**src/rtl/bcd_digit_entry_if.sv**
```systemverilog
// Keypad entry bus: key handshake in, BCD digits and committed-value handshake out.
interface bcd_digit_entry_if;
   logic       key_valid;
   logic [3:0] key_code;
   logic       key_ready;
   logic [3:0] thousands;
   logic [3:0] hundreds;
   logic [3:0] tens;
   logic [3:0] ones;
   logic [2:0] digit_count;
   logic       out_valid;
   logic       out_ready;
   logic       err;

   modport slave (
      input  key_valid, key_code, out_ready,
      output key_ready, thousands, hundreds, tens, ones, digit_count, out_valid, err
   );

   modport master (
      output key_valid, key_code, out_ready,
      input  key_ready, thousands, hundreds, tens, ones, digit_count, out_valid, err
   );
endinterface

```
**src/rtl/bcd_digit_entry.sv**
```systemverilog
// Four-digit BCD keypad entry: digits shift in from the right, backspace shifts out,
// enter commits the value and holds it until the consumer takes it.
module bcd_digit_entry (
   input logic              clk,
   input logic              rst,
   bcd_digit_entry_if.slave bus
);

   localparam int unsigned DW = 4;
   localparam int unsigned CW = 3;
   localparam logic [CW-1:0] MAX_DIGITS = CW'(4);
   localparam logic [DW-1:0] KEY_BKSP   = 4'hA;
   localparam logic [DW-1:0] KEY_CLEAR  = 4'hB;
   localparam logic [DW-1:0] KEY_ENTER  = 4'hC;
   localparam logic [DW-1:0] KEY_DIGMAX = 4'h9;

   typedef enum logic [1:0] {
      ST_EMPTY = 2'd0,
      ST_ENTRY = 2'd1,
      ST_HOLD  = 2'd2
   } state_t;

   state_t        state_q, state_d;
   logic [DW-1:0] thousands_q, thousands_d;
   logic [DW-1:0] hundreds_q, hundreds_d;
   logic [DW-1:0] tens_q, tens_d;
   logic [DW-1:0] ones_q, ones_d;
   logic [CW-1:0] count_q, count_d;
   logic          err_q, err_d;
   logic          key_ready_q, key_ready_d;
   logic          out_valid_q, out_valid_d;

   logic key_accept;
   logic is_digit;

   assign key_accept = bus.key_valid & key_ready_q;
   assign is_digit   = (bus.key_code <= KEY_DIGMAX);

   // State and registered outputs
   always_ff @(posedge clk or posedge rst) begin
      if (rst) begin
         state_q     <= ST_EMPTY;
         thousands_q <= '0;
         hundreds_q  <= '0;
         tens_q      <= '0;
         ones_q      <= '0;
         count_q     <= '0;
         err_q       <= 1'b0;
         key_ready_q <= 1'b1;
         out_valid_q <= 1'b0;
      end else begin
         state_q     <= state_d;
         thousands_q <= thousands_d;
         hundreds_q  <= hundreds_d;
         tens_q      <= tens_d;
         ones_q      <= ones_d;
         count_q     <= count_d;
         err_q       <= err_d;
         key_ready_q <= key_ready_d;
         out_valid_q <= out_valid_d;
      end
   end

   // Next-state logic; ENTRY always holds 1-4 digits, so enter there always commits
   always_comb begin
      state_d = state_q;
      unique case (state_q)
         ST_EMPTY: begin
            if (key_accept && is_digit) state_d = ST_ENTRY;
         end
         ST_ENTRY: begin
            if (key_accept) begin
               if (bus.key_code == KEY_BKSP && count_q == CW'(1)) state_d = ST_EMPTY;
               else if (bus.key_code == KEY_CLEAR)                state_d = ST_EMPTY;
               else if (bus.key_code == KEY_ENTER)                state_d = ST_HOLD;
            end
         end
         ST_HOLD: begin
            if (bus.out_ready) state_d = ST_EMPTY;
         end
         default: state_d = ST_EMPTY;
      endcase
   end

   // Datapath and output next values
   always_comb begin
      thousands_d = thousands_q;
      hundreds_d  = hundreds_q;
      tens_d      = tens_q;
      ones_d      = ones_q;
      count_d     = count_q;
      err_d       = 1'b0;

      if (state_q == ST_HOLD) begin
         if (bus.out_ready) begin
            thousands_d = '0;
            hundreds_d  = '0;
            tens_d      = '0;
            ones_d      = '0;
            count_d     = '0;
         end
      end else if (key_accept) begin
         if (is_digit) begin
            if (count_q < MAX_DIGITS) begin
               thousands_d = hundreds_q;
               hundreds_d  = tens_q;
               tens_d      = ones_q;
               ones_d      = bus.key_code;
               count_d     = count_q + CW'(1);
            end else begin
               err_d = 1'b1;
            end
         end else begin
            unique case (bus.key_code)
               KEY_BKSP: begin
                  if (count_q != '0) begin
                     ones_d      = tens_q;
                     tens_d      = hundreds_q;
                     hundreds_d  = thousands_q;
                     thousands_d = '0;
                     count_d     = count_q - CW'(1);
                  end else begin
                     err_d = 1'b1;
                  end
               end
               KEY_CLEAR: begin
                  thousands_d = '0;
                  hundreds_d  = '0;
                  tens_d      = '0;
                  ones_d      = '0;
                  count_d     = '0;
               end
               KEY_ENTER: begin
                  if (count_q == '0) err_d = 1'b1;
               end
               default: err_d = 1'b1;
            endcase
         end
      end
   end

   // Handshake flags follow the next state so they line up with the digits
   always_comb begin
      key_ready_d = (state_d != ST_HOLD);
      out_valid_d = (state_d == ST_HOLD);
   end

   assign bus.key_ready   = key_ready_q;
   assign bus.out_valid   = out_valid_q;
   assign bus.err         = err_q;
   assign bus.thousands   = thousands_q;
   assign bus.hundreds    = hundreds_q;
   assign bus.tens        = tens_q;
   assign bus.ones        = ones_q;
   assign bus.digit_count = count_q;

endmodule

```
**src/flat_wrapper.sv**
```systemverilog
// flat-port wrapper written by rule: the top's interface ports become plain ports
module bcd_digit_entry_flat 
  (clk, rst, bus_key_valid, bus_key_code, bus_out_ready, bus_key_ready, bus_thousands, bus_hundreds, bus_tens, bus_ones, bus_digit_count, bus_out_valid, bus_err);
  bcd_digit_entry_if bus_i ();
  input logic clk;
  input logic rst;
  input wire logic [$bits(bus_i.key_valid)-1:0] bus_key_valid;
  input wire logic [$bits(bus_i.key_code)-1:0] bus_key_code;
  input wire logic [$bits(bus_i.out_ready)-1:0] bus_out_ready;
  output wire logic [$bits(bus_i.key_ready)-1:0] bus_key_ready;
  output wire logic [$bits(bus_i.thousands)-1:0] bus_thousands;
  output wire logic [$bits(bus_i.hundreds)-1:0] bus_hundreds;
  output wire logic [$bits(bus_i.tens)-1:0] bus_tens;
  output wire logic [$bits(bus_i.ones)-1:0] bus_ones;
  output wire logic [$bits(bus_i.digit_count)-1:0] bus_digit_count;
  output wire logic [$bits(bus_i.out_valid)-1:0] bus_out_valid;
  output wire logic [$bits(bus_i.err)-1:0] bus_err;
  assign bus_i.key_valid = bus_key_valid;
  assign bus_i.key_code = bus_key_code;
  assign bus_i.out_ready = bus_out_ready;
  assign bus_key_ready = bus_i.key_ready;
  assign bus_thousands = bus_i.thousands;
  assign bus_hundreds = bus_i.hundreds;
  assign bus_tens = bus_i.tens;
  assign bus_ones = bus_i.ones;
  assign bus_digit_count = bus_i.digit_count;
  assign bus_out_valid = bus_i.out_valid;
  assign bus_err = bus_i.err;
  bcd_digit_entry u_core (.clk(clk), .rst(rst), .bus(bus_i));
endmodule
```
**config.mk**
```make
export PLATFORM = sky130hd
export DESIGN_NAME = bcd_digit_entry_flat
export DESIGN_NICKNAME = d
export VERILOG_FILES = /design/src/rtl/bcd_digit_entry_if.sv /design/src/rtl/bcd_digit_entry.sv /design/src/flat_wrapper.sv
export SDC_FILE = /design/constraint.sdc
export NUM_CORES = 1
export LEC_CHECK = 0
export CORE_MARGIN = 1
export CORE_UTILIZATION = 25
export CTS_BUF_LIST = sky130_fd_sc_hd__clkbuf_8
export CTS_CLUSTER_DIAMETER = 40
export CTS_CLUSTER_SIZE = 24
export DETAILED_ROUTE_END_ITERATION = 7
export GPL_TIMING_DRIVEN = 0
export PLACE_DENSITY = 0.43
export SYNTH_ARGS = -nofsm -noshare
export SYNTH_HDL_FRONTEND = slang
export SYNTH_SLANG_ARGS = --single-unit
```
**constraint.sdc**
```tcl
create_clock -name clk -period 4.2 [get_ports clk]
set_input_delay 0.84 -clock clk [delete_from_list [all_inputs] [get_ports clk]]
set_output_delay 0.84 -clock clk [all_outputs]
set_load 0.02 [all_outputs]
```
After elaboration in Yosys (flattened, before gate mapping)
Cells that the tools add are included.
Word-level totals
  flip-flop bits (word level): 24
  bits in latches: 0
  memory bits (writable): 0
  ROM bits: 0
  bits of input ports: 8
  output and inout bits: 22
  logic and storage cells: 79
  memories: 0
Cells by class
  add/sub/neg operators: 2
  multipliers: 0
  div/mod/pow operators: 0
  $lt $le $gt $ge: 2
  equal/unequal tests: 11
  shift-type cells: 0
  multiplexer cells: 46
  bitwise logic cells: 1
  reduce and logical (&&, ||, !) cells: 8
Operators by type and width (count)
  two-way mux 4 bit: 21
  one-hot mux 4 bit (2 select lines): 4
  two-way mux 3 bit: 6
  equality test 4 bit, second input constant: 3
  two-way mux 2 bit: 6
  two-way mux 1 bit: 6
  one-hot mux 2 bit (3 select lines): 1
  one-hot mux 3 bit (2 select lines): 1
  AND reduction 5 bit: 1
  equality test 2 bit, second input constant: 2
  less-or-equal comparator 4 bit, second input constant: 1
  != test 2 bit, second input constant: 2
  != test 4 x 3 -> 1 bit, second input constant: 1
  nonzero test 4 bit: 1
  adder 3 x 1 -> 3 bit, second input constant: 1
  equality test 3 x 1 -> 1 bit, second input constant: 1
  logical NOT 3 bit: 1
  less-than comparator 3 bit, second input constant: 1
  != test 3 bit, second input constant: 1
  one-hot mux 1 bit (3 select lines): 1
  nonzero test 3 bit: 1
  subtractor 3 x 1 -> 3 bit, second input constant: 1
  equality test 2 x 1 -> 1 bit, second input constant: 1
  logical AND 1 bit: 2
  other kinds (3): 3

Longest topological paths before layout
  depth after elaboration: 7
  mapped depth: 8

Worst setup path after synthesis
OpenSTA, ideal clock, no wires.
  kind: input to register
  start: input port bus_key_code[3]
  end: register u_core.hundreds_q[0] (netlist: u_core.bus.hundreds[0])
  setup time: 0.126 ns
  data arrival time: 2.053 ns
  data required time: 4.074 ns
  setup slack: 2.021 ns
  cell stages on the path: 7
  path through: buf_4 -> nand2_2 -> or3_4 -> and4_4 -> buf_6 -> and2_0 -> a221o_1
Between the ends
  word-level cells in the longest chain between the ends: 5
  elaborated cells between the ends (all ways): 11
Ends and longest elaborated chain
  start, declared: line flat_wrapper.sv:8  | input wire logic [$bits(bus_i.key_code)-1:0] bus_key_code;
  parallel branches: the longest is 5 deep, another holds less-or-equal comparator 4 bit
  end signal, assigned: line bcd_digit_entry.sv:54  | hundreds_q <= hundreds_d;
  end, declared: line bcd_digit_entry.sv:25  | logic [DW-1:0] hundreds_q, hundreds_d;
Several ways; the timed one is not identified. The select of a mux whose other input is x is not followed.
A chain may end at the register's enable or synchronous reset.

Final worst setup path
  start: input port bus_key_code[1]
  end: register u_core.count_q[0] (netlist: u_core.bus.digit_count[0])
Between the ends
  word-level cells in the longest chain between the ends: 5
  elaborated cells between the ends (all ways): 11
Ends and longest elaborated chain
  parallel branches: the longest is 5 deep, another holds less-or-equal comparator 4 bit
  end signal, assigned: line bcd_digit_entry.sv:57  | count_q <= count_d;
  end, declared: line bcd_digit_entry.sv:28  | logic [CW-1:0] count_q, count_d;
Several ways; the timed one is not identified. The select of a mux whose other input is x is not followed.

==> metrics.log <==
INFO  metric status = finished clean
INFO  metric tns = 0 ns
INFO  metric floorplan.die_area = 0.00530 sq mm
INFO  metric worst_ep_arrival_time = 2.89 ns
INFO  metric globalRouteOverflowTotal = 0
INFO  metric yosysTopAreaCellShare = 45.9%
INFO  metric syn-num-nets = roughly 130
INFO  metric worst_hold_path_type = register to register
INFO  metric number_of_slew_limit_violations_in_the_final_report = 0
INFO  metric power.total = 1050 uW
INFO  metric finalCritPeriodShare = 64.0%
INFO  metric hold_viol = 0
INFO  metric cts_root_buf = clkbuf_8
INFO  metric route.detailed.vias_per_inst = approximately 4.7
INFO  metric n_fill_cell = 510
INFO  metric avg_wl_per_cell = 14.2 microns
INFO  metric fp-row-count = 25
INFO  metric detailedRoute.firstIterationViolations = 34
INFO  metric area_of_the_mapped_netlist = 0.00125 sq mm
INFO  metric place_inst = 214
INFO  metric final_common_cell = clkdlybuf4s50_1
INFO  metric grt.total_usage = about an eighth
INFO  metric critPathCaptureType = register
INFO  metric dp_hpwl = 2.25 mm
INFO  metric routabilityCongestion = 0.757
INFO  metric antenna_left = 0
INFO  metric grt_pass1_vias = around 1100
INFO  metric layout_common_cells = 27 x clkdlybuf4s50_1, 23 x dfrtp_1, 10 x nand2_1, 8 x a221o_1, 8 x o21ai_0
INFO  metric initial_utilization = 26.2%
INFO  metric clkTransAtPathRegs = roughly 0.09 ns
INFO  metric post_cts_hold_buffer_count = 0
INFO  metric hold_depth = 1
INFO  metric kind_of_launch_point_of_the_worst_setup_path = primary input
INFO  metric antenna_found_initial = 0
INFO  metric yosys_register_bits = 24
INFO  metric rrSetupSlack = 2.12 ns
INFO  metric hold-path-endpoint = u_core.state_q[0]
INFO  metric clkSinkCount = 24
INFO  metric cts_tree = done
INFO  metric worstPathMaxFanout = 10
INFO  metric nets = approximately 160
INFO  metric power.density = between 600 and 700 mW/mm^2
INFO  metric rsz0062_at_grt = no
INFO  metric achievable-frequency = ~370 MHz
INFO  metric clk-insertion-delay-late = between 0.2 and 0.3 ns
INFO  metric maximum_number_of_pins_on_one_net_before_global_route_repair = 25
INFO  metric hp-start = u_core.state_q[1]
INFO  metric timing.max_slew.rel_slack = 36.7%
INFO  metric cp.required = 4.40 ns
INFO  metric chipWidth = 72.8 microns
INFO  metric synth_top_cell_by_area = dfrtp_1
INFO  metric synthesis.area_per_instance = 10.4 sq um
INFO  metric fp.dieH = 72.8 microns
INFO  metric via_count = around 1000
INFO  metric drtPass1Iterations = 4
INFO  metric place.port_buffers = 27
INFO  metric post_cts.repair.setup_buffers = 0
INFO  metric post_route_cells_drive_above_1_share = a little over an eighth
INFO  metric cts_made_buffers = 3
INFO  metric antennaDiodeCount = 0
INFO  metric placement.cell_area = 0.00161 sq mm
INFO  metric timing_worst_setup_path_type = primary input to register
INFO  metric ios = 30
INFO  metric layout.cell_area.non_filler = 0.00168 sq mm
INFO  metric total_wire_length_after_detailed_routing = 3.09 mm
INFO  metric p_leak = approximately 0.00070 uW
INFO  metric synthesis.yosys.warnings = 0
INFO  metric global_route_wire_length_before_repair = ~5.4 mm
INFO  metric finalNonFillerCells = roughly 220
INFO  metric synth_cells = between 100 and 150
INFO  metric worstReg2RegEnd = u_core.bus.digit_count[0]
INFO  metric period_needed = 2.69 ns
INFO  metric cap_viol_max_count = 0
INFO  metric cts.htree.levels = 1
INFO  metric layout-area-overhead-vs-synth = 33.9%
INFO  metric max-vdd-ir-drop = 0.213 mV
INFO  metric r2r_start = u_core.bus.digit_count[0]
INFO  metric synth_sequential_area_ratio = 48.0%
INFO  metric clock_path_buffers = 2
INFO  metric worst-slew-pin-transition = 0.949 ns
INFO  metric post_cts_resize_count = 0
INFO  metric ys_types = 36
INFO  metric worst_clock_skew = ~0.0038 ns
INFO  metric post-route-drc-count = 0
INFO  metric ys_top_cells_by_area = dfrtp_1 46%, a221o_1 6.4%, ha_1 4.0%
INFO  metric report.final.setup_viol = 0
INFO  metric r2r_cells = 8
INFO  metric core_region_area = 0.00479 sq mm
==> sequential cells by signal, indices dropped and copies added (netlist names), 2 cells and up <==
signal,cells
u_core.state_q,2
u_core.bus.hundreds,4
u_core.bus.thousands,4
u_core.bus.tens,4
u_core.bus.ones,4
u_core.bus.digit_count,3
==> worst max path at each step <==
stage / depth (start not counted) / startpoint / slack [ns] / endpoint
after floorplan: 7 / bus_key_code[3] / 2.02 / u_core.bus.hundreds[0]
after global placement: 7 / bus_key_code[1] / 1.20 / u_core.bus.digit_count[2]
after detailed placement: 7 / bus_key_code[1] / 1.23 / u_core.bus.digit_count[0]
after CTS: 7 / bus_key_code[1] / 1.50 / u_core.bus.digit_count[0]
after global routing: 7 / bus_key_code[1] / 1.35 / u_core.bus.digit_count[0]
final: 7 / bus_key_code[1] / 1.51 / u_core.bus.digit_count[0]
==> cell families after synthesis <==
| family | count (synthesis) | synth area share (%) |
|---|---|---|
| simple gates | 41 | 18.8 |
| compound gates | 37 | 22.6 |
| flops | 24 | 48.0 |
| buf+inv | 12 | 5.09 |
| fa+ha+maj | 4 | 3.99 |
| mux | 2 | 1.60 |
==> per-layer routing <==
layer / global-route usage, % / routed length (microns) / vias to the layer above
li1: - / - / 495
met1: 19.2 / 1520 / 500
met2: 20.4 / 1420 / 20
met3: 2.21 / 111 / 4
met4: 4.58 / 38 / 0
met5: 0 / 0 / -
==> stage by stage <==
stage,util (%),hold WS (ns),worst slack (ns)
CTS,35.1,0.476,1.50
global route,35.1,0.505,1.35
detailed placement,33.6,0.469,1.23
global placement,33.6,0.468,1.20
floorplan,-,0.433,2.02
finish,35.1,0.475,1.51
==> power by group <==
group          internal, uW  switching, uW
logic                   225            231
clock network           128           81.8
registers               309           78.0
total                   662            391
==> Yosys cell counts (all sizes together) <==
library cell / instances
dfrtp: 23
nor3: 1
a22oi: 1
mux2i: 2
dfstp: 1
o31ai: 2
o21ai: 9
a221o: 8
nand2: 11
or3: 1
o22ai: 2
nor2b: 5
nand3: 3
a31oi: 1
a22o: 3
nor2: 5
nand2b: 2
or4: 1
or2: 1
and2: 8
or3b: 1
and4: 1
a211oi: 3
a32oi: 1
nand4b: 1
buf: 6
a21oi: 7
inv: 6
ha: 4
==> area by class of cell <==
type	count	area, sq um	share of cell area [%]
buffer	6	41.3	2.46
clock buffer	3	41.3	2.46
clock inverter	1	30.0	1.79
inverter	6	22.5	1.34
multi-input combinational	84	588	35.0
sequential	24	602	35.8
tap	67	83.8	4.99
timing repair buffer	27	270	16.1
==> worst max-delay path, stage by stage <==
cell and delay (ns):
clkdlybuf4s50_1 0.56, o21ai_2 0.40, nand2_1 0.19, a32oi_2 0.39, buf_2 0.31, nor2_1 0.08, a21oi_1 0.12
Power figures use the tool's default switching activity.
